[src/rtl/controle_escrita_registrador.sv]
// Register-file write-port arbiter: grants writeback or external loader.
// Ports: clock/reset, wb_* and ent_* requests; we/waddr/wdata, sel_clock, ent_pronto, stall.
module controle_escrita_registrador #(
  parameter int ADDR_W     = 5,
  parameter int DATA_W     = 32,
  parameter int MAX_ESPERA = 4
) (
  input  logic              clock,
  input  logic              reset,
  input  logic              wb_valido,
  input  logic [ADDR_W-1:0] wb_rd,
  input  logic [DATA_W-1:0] wb_dado,
  input  logic              ent_valido,
  input  logic [ADDR_W-1:0] ent_reg,
  input  logic [DATA_W-1:0] ent_dado,
  output logic              ent_pronto,
  output logic              stall,
  output logic [1:0]        sel_clock,
  output logic              we,
  output logic [ADDR_W-1:0] waddr,
  output logic [DATA_W-1:0] wdata
);

  localparam logic [1:0] OCIOSO      = 2'b00;
  localparam logic [1:0] ESCRITA_WB  = 2'b01;
  localparam logic [1:0] ESCRITA_ENT = 2'b10;
  localparam logic [3:0] LP_MAX      = 4'(MAX_ESPERA);

  logic [1:0]        r_estado;
  logic [3:0]        r_espera;
  logic              r_we;
  logic              r_pronto;
  logic [ADDR_W-1:0] r_waddr;
  logic [DATA_W-1:0] r_wdata;

  logic w_ent_eff;
  logic w_forca;
  logic w_grant_ent;
  logic w_grant_wb;

  // External request is masked for one cycle after its grant so the
  // requester has a guard cycle to drop ent_valido.
  assign w_ent_eff   = ent_valido && (r_estado != ESCRITA_ENT);
  assign w_forca     = (r_espera == LP_MAX);
  assign w_grant_ent = w_ent_eff && (!wb_valido || w_forca);
  assign w_grant_wb  = wb_valido && !w_grant_ent;

  assign stall = wb_valido && w_ent_eff && w_forca;

  always_ff @(posedge clock or posedge reset) begin
    if (reset) begin
      r_estado <= OCIOSO;
      r_espera <= 4'd0;
      r_we     <= 1'b0;
      r_pronto <= 1'b0;
      r_waddr  <= '0;
      r_wdata  <= '0;
    end else begin
      unique case (1'b1)
        w_grant_ent: begin
          r_estado <= ESCRITA_ENT;
          r_we     <= 1'b1;
          r_pronto <= 1'b1;
          r_waddr  <= ent_reg;
          r_wdata  <= ent_dado;
        end
        w_grant_wb: begin
          r_estado <= ESCRITA_WB;
          r_we     <= 1'b1;
          r_pronto <= 1'b0;
          r_waddr  <= wb_rd;
          r_wdata  <= wb_dado;
        end
        default: begin
          r_estado <= OCIOSO;
          r_we     <= 1'b0;
          r_pronto <= 1'b0;
        end
      endcase

      // Starvation counter: counts external cycles lost to writeback.
      if (w_grant_ent || !ent_valido) begin
        r_espera <= 4'd0;
      end else if (w_ent_eff && w_grant_wb && r_espera != 4'hF) begin
        r_espera <= r_espera + 4'd1;
      end
    end
  end

  assign sel_clock  = r_estado;
  assign we         = r_we;
  assign ent_pronto = r_pronto;
  assign waddr      = r_waddr;
  assign wdata      = r_wdata;

endmodule

[config.mk]
export PLATFORM = sky130hd
export DESIGN_NAME = controle_escrita_registrador
export DESIGN_NICKNAME = d
export VERILOG_FILES = /design/src/rtl/controle_escrita_registrador.sv
export SDC_FILE = /design/constraint.sdc
export NUM_CORES = 1
export LEC_CHECK = 0
export ABC_AREA = 1
export CAP_MARGIN = 25
export CORE_ASPECT_RATIO = 0.5
export CORE_MARGIN = 8
export CORE_UTILIZATION = 43
export DETAILED_ROUTE_END_ITERATION = 10
export GPL_ROUTABILITY_DRIVEN = 0
export PLACE_DENSITY = 0.86
export RECOVER_POWER = 100
export SETUP_SLACK_MARGIN = 0.2
export SYNTH_ARGS = -nofsm -noshare
export SYNTH_HDL_FRONTEND = slang
export SYNTH_SLANG_ARGS = --single-unit
[constraint.sdc]
create_clock -name clock -period 3.38 [get_ports clock]
set_input_delay 0.338 -clock clock [delete_from_list [all_inputs] [get_ports clock]]
set_output_delay 0.338 -clock clock [all_outputs]
set_load 0.005 [all_outputs]
### Word level (Yosys, flattened, before mapping)

Cells that the tools add are included.
Widths: inputs -> output; s select.

| operators by class | value |
|---|---|
| multiplexer cells | 7 |
| reduce and logical (&&, ||, !) cells | 15 |
| add/sub/neg operators | 1 |
| equality and inequality tests | 3 |

Operator list:

| operator | number |
|---|---|
| $pmux 32 s2 | 1 |
| $pmux 5 s2 | 1 |
| $mux 4 | 2 |
| $logic_and 1x1->1 | 7 |
| $add 4x1->4 const B | 1 |
| $eq 4x3->1 const B | 1 |
| $ne 4x4->1 const B | 1 |
| $pmux 2 s2 | 1 |
| $reduce_bool 2->1 | 2 |
| $logic_not 1->1 | 3 |
| $logic_or 1x1->1 | 2 |
| $mux 1 | 2 |
| $ne 2x2->1 const B | 1 |
| $reduce_or 2->1 | 1 |

| storage, ports and cells | value |
|---|---|
| register bits after elaboration | 45 |
| output and inout port bits | 42 |
| word-level logic and storage cells | 32 |
| bits of input ports | 78 |

### Logic depth before layout (Yosys ltp)

| logic depth | value |
|---|---|
| depth in word-level cells | 9 |
| depth in mapped cells | 11 |
| depth with buffers taken out | 9 |

### Least setup slack after synthesis

Ideal clock, no wire load.

| timing path | value |
|---|---|
| path kind | register -> register |
| from | reg r_espera[0] |
| to | reg r_wdata[11], in the netlist wdata[11] |
| slack | 1.979 ns |
| arrival | 1.286 ns |
| period minus slack after synthesis | 1.401 ns |
| setup time | 0.116 ns |
| data required time | 3.264 ns |
| buffers on the path | 1 |
| cell stages (with the launch flop) | 9 |
| cells stage by stage | dfrtp_1 > inv_1 > ha_1 > nand3_2 > a21oi_4 > nor2_2 > buf_4 > nand2_1 > nand2_1 |

| on the way | value |
|---|---|
| longest elaborated chain between the ends | 6 |

Ends and longest elaborated chain:

| item | line | text |
|---|---|---|
| start, declared | 30 | `logic [3:0] r_espera;` |
| start signal, assigned | 85 | `r_espera <= r_espera + 4'd1;` |
| $eq 4x3->1 * | 44 | `assign w_forca = (r_espera == LP_MAX);` |
| $logic_or 1x1->1 * | 45 | `assign w_grant_ent = w_ent_eff && (!wb_valido \|\| w_forca);` |
| $logic_and 1x1->1 * | 45 |  |
| $logic_not 1->1 | 46 | `assign w_grant_wb = wb_valido && !w_grant_ent;` |
| $logic_and 1x1->1 | 46 |  |
| $pmux 32 s2 / $reduce_bool 2->1 (equally long branches) | - |  |
| end signal, assigned | 65 | `r_wdata <= ent_dado;` |
| end signal, assigned | 72 | `r_wdata <= wb_dado;` |
| end, declared | 34 | `logic [DATA_W-1:0] r_wdata;` |

Mark *: on every way between the ends. The rest lies on a longest branch, timed or not.
A chain may end at the register's enable or synchronous reset.

### Final worst setup path

| timing path | value |
|---|---|
| from | in ent_valido |
| to | reg r_wdata[27], in the netlist wdata[27] |

| on the way | value |
|---|---|
| longest elaborated chain between the ends | 5 |

Ends and longest elaborated chain:

| item | line | text |
|---|---|---|
| start, declared | 13 | `input logic ent_valido,` |
| $logic_and 1x1->1 * | 43 | `assign w_ent_eff = ent_valido && (r_estado != ESCRITA_ENT);` |
| $logic_and 1x1->1 * | 45 |  |
| $logic_not 1->1 | 46 |  |
| $logic_and 1x1->1 | 46 |  |
| $pmux 32 s2 / $reduce_bool 2->1 (equally long branches) | - |  |

Marked as above.

==> flow_summary.json <==
{
  "synth_edf_count": 0,
  "grt_pass1_vias": 2357,
  "dp_cells": 477,
  "seq_area_frac_synth": 0.489,
  "final_cells": 485,
  "swShare": 0.266,
  "placeableCoreArea_um2": 5040,
  "clk_latency_ps": 290,
  "cp_slowest_cell": "nor2_1",
  "clock.fmax_mhz": 396,
  "die_y_um": 67.8,
  "hpwl_um": 5560,
  "routed_via_density": 4.88,
  "fin_setup_tns_ps": 0,
  "tritoncts": "yes",
  "crit_top_cell": "nand2_1",
  "drt-total-wl_um": 7390,
  "pin_count": 120,
  "finalMaxSlewViolations": 0,
  "wl_per_cell_um": 15.2,
  "fin_nets": 495,
  "finClkSkew_ps": 3.58,
  "arrival_ps": 2750,
  "p_total_uw": 1280,
  "grt_first_pass_wirelength_um": 11900,
  "rsz0062_at_grt": "no",
  "clockBufferDepth": 2,
  "timing.rr.start": "sel_clock[0]",
  "syn_avg_cell_area_um2": 7.65,
  "synthCells": 301,
  "die_area_um2": 8100,
  "cap_viol_max_count": 0,
  "cpPeakStageDelay_ps": 830,
  "setup.worst_path.class": "in2reg",
  "synth_nets": 381,
  "drt-initial-drc-count": 142,
  "clkSlewWorstSetupHoldPaths_ps": 80,
  "fin_crit_sh": 0.747,
  "hold_violations": 0,
  "clock-sinks": 45,
  "vias": 2366,
  "crit_chain": "dlygate4sd3_1 > nand2_1 > inv_1 > nor2_1 > buf_12 > nand2_1 > nand2_1 > inv_1 > nand2_1",
  "area_growth_pct": 56.2,
  "yosys_register_bits": 45,
  "hold_buffers": 0,
  "status": "completed",
  "critical_path_required_ps": 3610,
  "reg2reg_depth": 10,
  "reg2reg_slack_ps": 1020,
  "ctsRootBufferMaster": "clkbuf_8",
  "ctsResizeCount": 0,
  "grt_antenna_before_repair": 0,
  "std_cell_rows": 18,
  "overflow": 0,
  "diodes": 0,
  "htreeDepth": 2,
  "cp_top_family": "simple AND/OR/NAND/NOR gates",
  "ys_async_sr_fraction": 1.00,
  "share_comb_of_total_power": 0.254,
  "holdCritPathClass": "in2async",
  "p_clk_frac": 0.265,
  "post_cts_buffers": 0,
  "timing.rr.end": "wdata[27]",
  "groute.usage.overall": 0.180,
  "finalSetupViolations": 0,
  "drive_above_1_share": 0.0337,
  "dp_slack_ps": 1160,
  "cp-end-kind": "flip-flop",
  "placement.io_buffers": 119,
  "synth-main-ff-cell": "dfrtp_1",
  "worst-path-buf-inv": 4,
  "seqPwrFrac": 0.481,
  "power_density_nw_per_um2": 355,
  "netlist_area_um2": 2300,
  "start_util": 0.457,
  "ys_warn_count": 0,
  "cts_made_buffers": 5,
  "power_leakage_uw": 0.00179,
  "worst_pin_slew_ps": 1120,
  "period_needed_ps": 2530,
  "startpoint_type": "primary input",
  "p_int_uw": 939,
  "relSlewSlack": 0.253,
  "critPathMaxFanout": 26,
  "die_x_um": 120,
  "ir_worst_vdd_mv": 0.267,
  "switchingPower_uw": 340,
  "setup_ws_ps": 854,
  "synth_cell_types": 23,
  "ant_nets": 0,
  "route.detailed.drc": 0,
  "drtPass1Iterations": 4,
  "grt_max_degree": 46
}
## sequential cells by signal, summed over array words and instances (netlist names)
register / flops
wdata: 32
r_espera: 4
waddr: 5
ent_pronto: 1
we: 1
sel_clock: 2
## cell families after synthesis
group                    share of synthesized area
AO/OA/AOI/OAI                               0.0614
XOR/XNOR                                   0.00380
adder cells (fa/ha/maj)                     0.0109
buffers and inverters                       0.0978
flip-flops                                   0.489
AND/OR/NAND/NOR                              0.337
## final cells by class
class                           instances  area [um^2]
Multi-Input combinational cell        208          935
Tap cell                               70         87.6
Inverter                               33          124
Timing Repair Buffer                  122         1240
Fill cell                             408         1450
Clock buffer                            7         86.3
Sequential cell                        45         1130
## power groups by stage
stage / clock, uW / sequential (uW) / combinational, uW
global route: 372 / 622 / 358
global placement: 0 / 625 / 338
finish: 338 / 616 / 325
CTS: 342 / 618 / 348
detailed placement: 0 / 628 / 346
floorplan: 0 / 631 / 116
## through the flow
step	utilization	cell area (um^2)	hold WS [ps]
2_1_floorplan	-	2300	455
4_1_cts	0.713	3590	508
3_5_place_dp	0.695	3510	486
3_3_place_gp	0.695	3510	478
6_report	0.713	3600	404
5_1_grt	0.713	3600	414
## Yosys cell counts, types with 2 or more instances
library cell / number / area share
nor2_1: 5 / 0.0081
nand4_1: 3 / 0.0081
buf_2: 3 / 0.0065
nand2_1: 138 / 0.22
inv_2: 3 / 0.0049
inv_1: 30 / 0.049
o211ai_1: 15 / 0.049
buf_4: 9 / 0.029
nand3_1: 34 / 0.074
ha_1: 2 / 0.011
nor2_2: 3 / 0.0081
dfrtp_1: 45 / 0.49
## layer usage
layer  share of wire  vias to the layer above  global-route usage
met5               0                        -                   0
met1            0.40                     1138               0.200
met3           0.050                        8              0.0433
met4           0.016                        0              0.0524
met2            0.53                       59               0.346
li1                -                     1161                   -
## worst max path at each step
stage / from / end / cells after the start
2_1_floorplan: reset / ent_pronto / 1
3_3_place_gp: wb_valido / stall / 4
3_5_place_dp: wb_valido / stall / 4
4_1_cts: r_espera[0] / stall / 5
5_1_grt: ent_valido / wdata[29] / 9
6_report: ent_valido / wdata[27] / 9
## cells in the final DEF (no fill, tap or decap)
cell type and n:
dfrtp_1 45, nor2_1 7, inv_1 31, nand2_1 139, nand3_1 35, buf_12 2, nor2_2 1, buf_4 1
ha_1 2, a21boi_1 1, o211ai_1 15, clkbuf_8 6, clkbuf_1 1, nand4_1 3, dlygate4sd3_1 44, xor2_1 1
nor3_1 1, a21oi_4 1, clkdlybuf4s50_1 75, nand2_2 1, inv_2 2, a21oi_1 1
No activity file was read; power rests on OpenSTA's default activity.
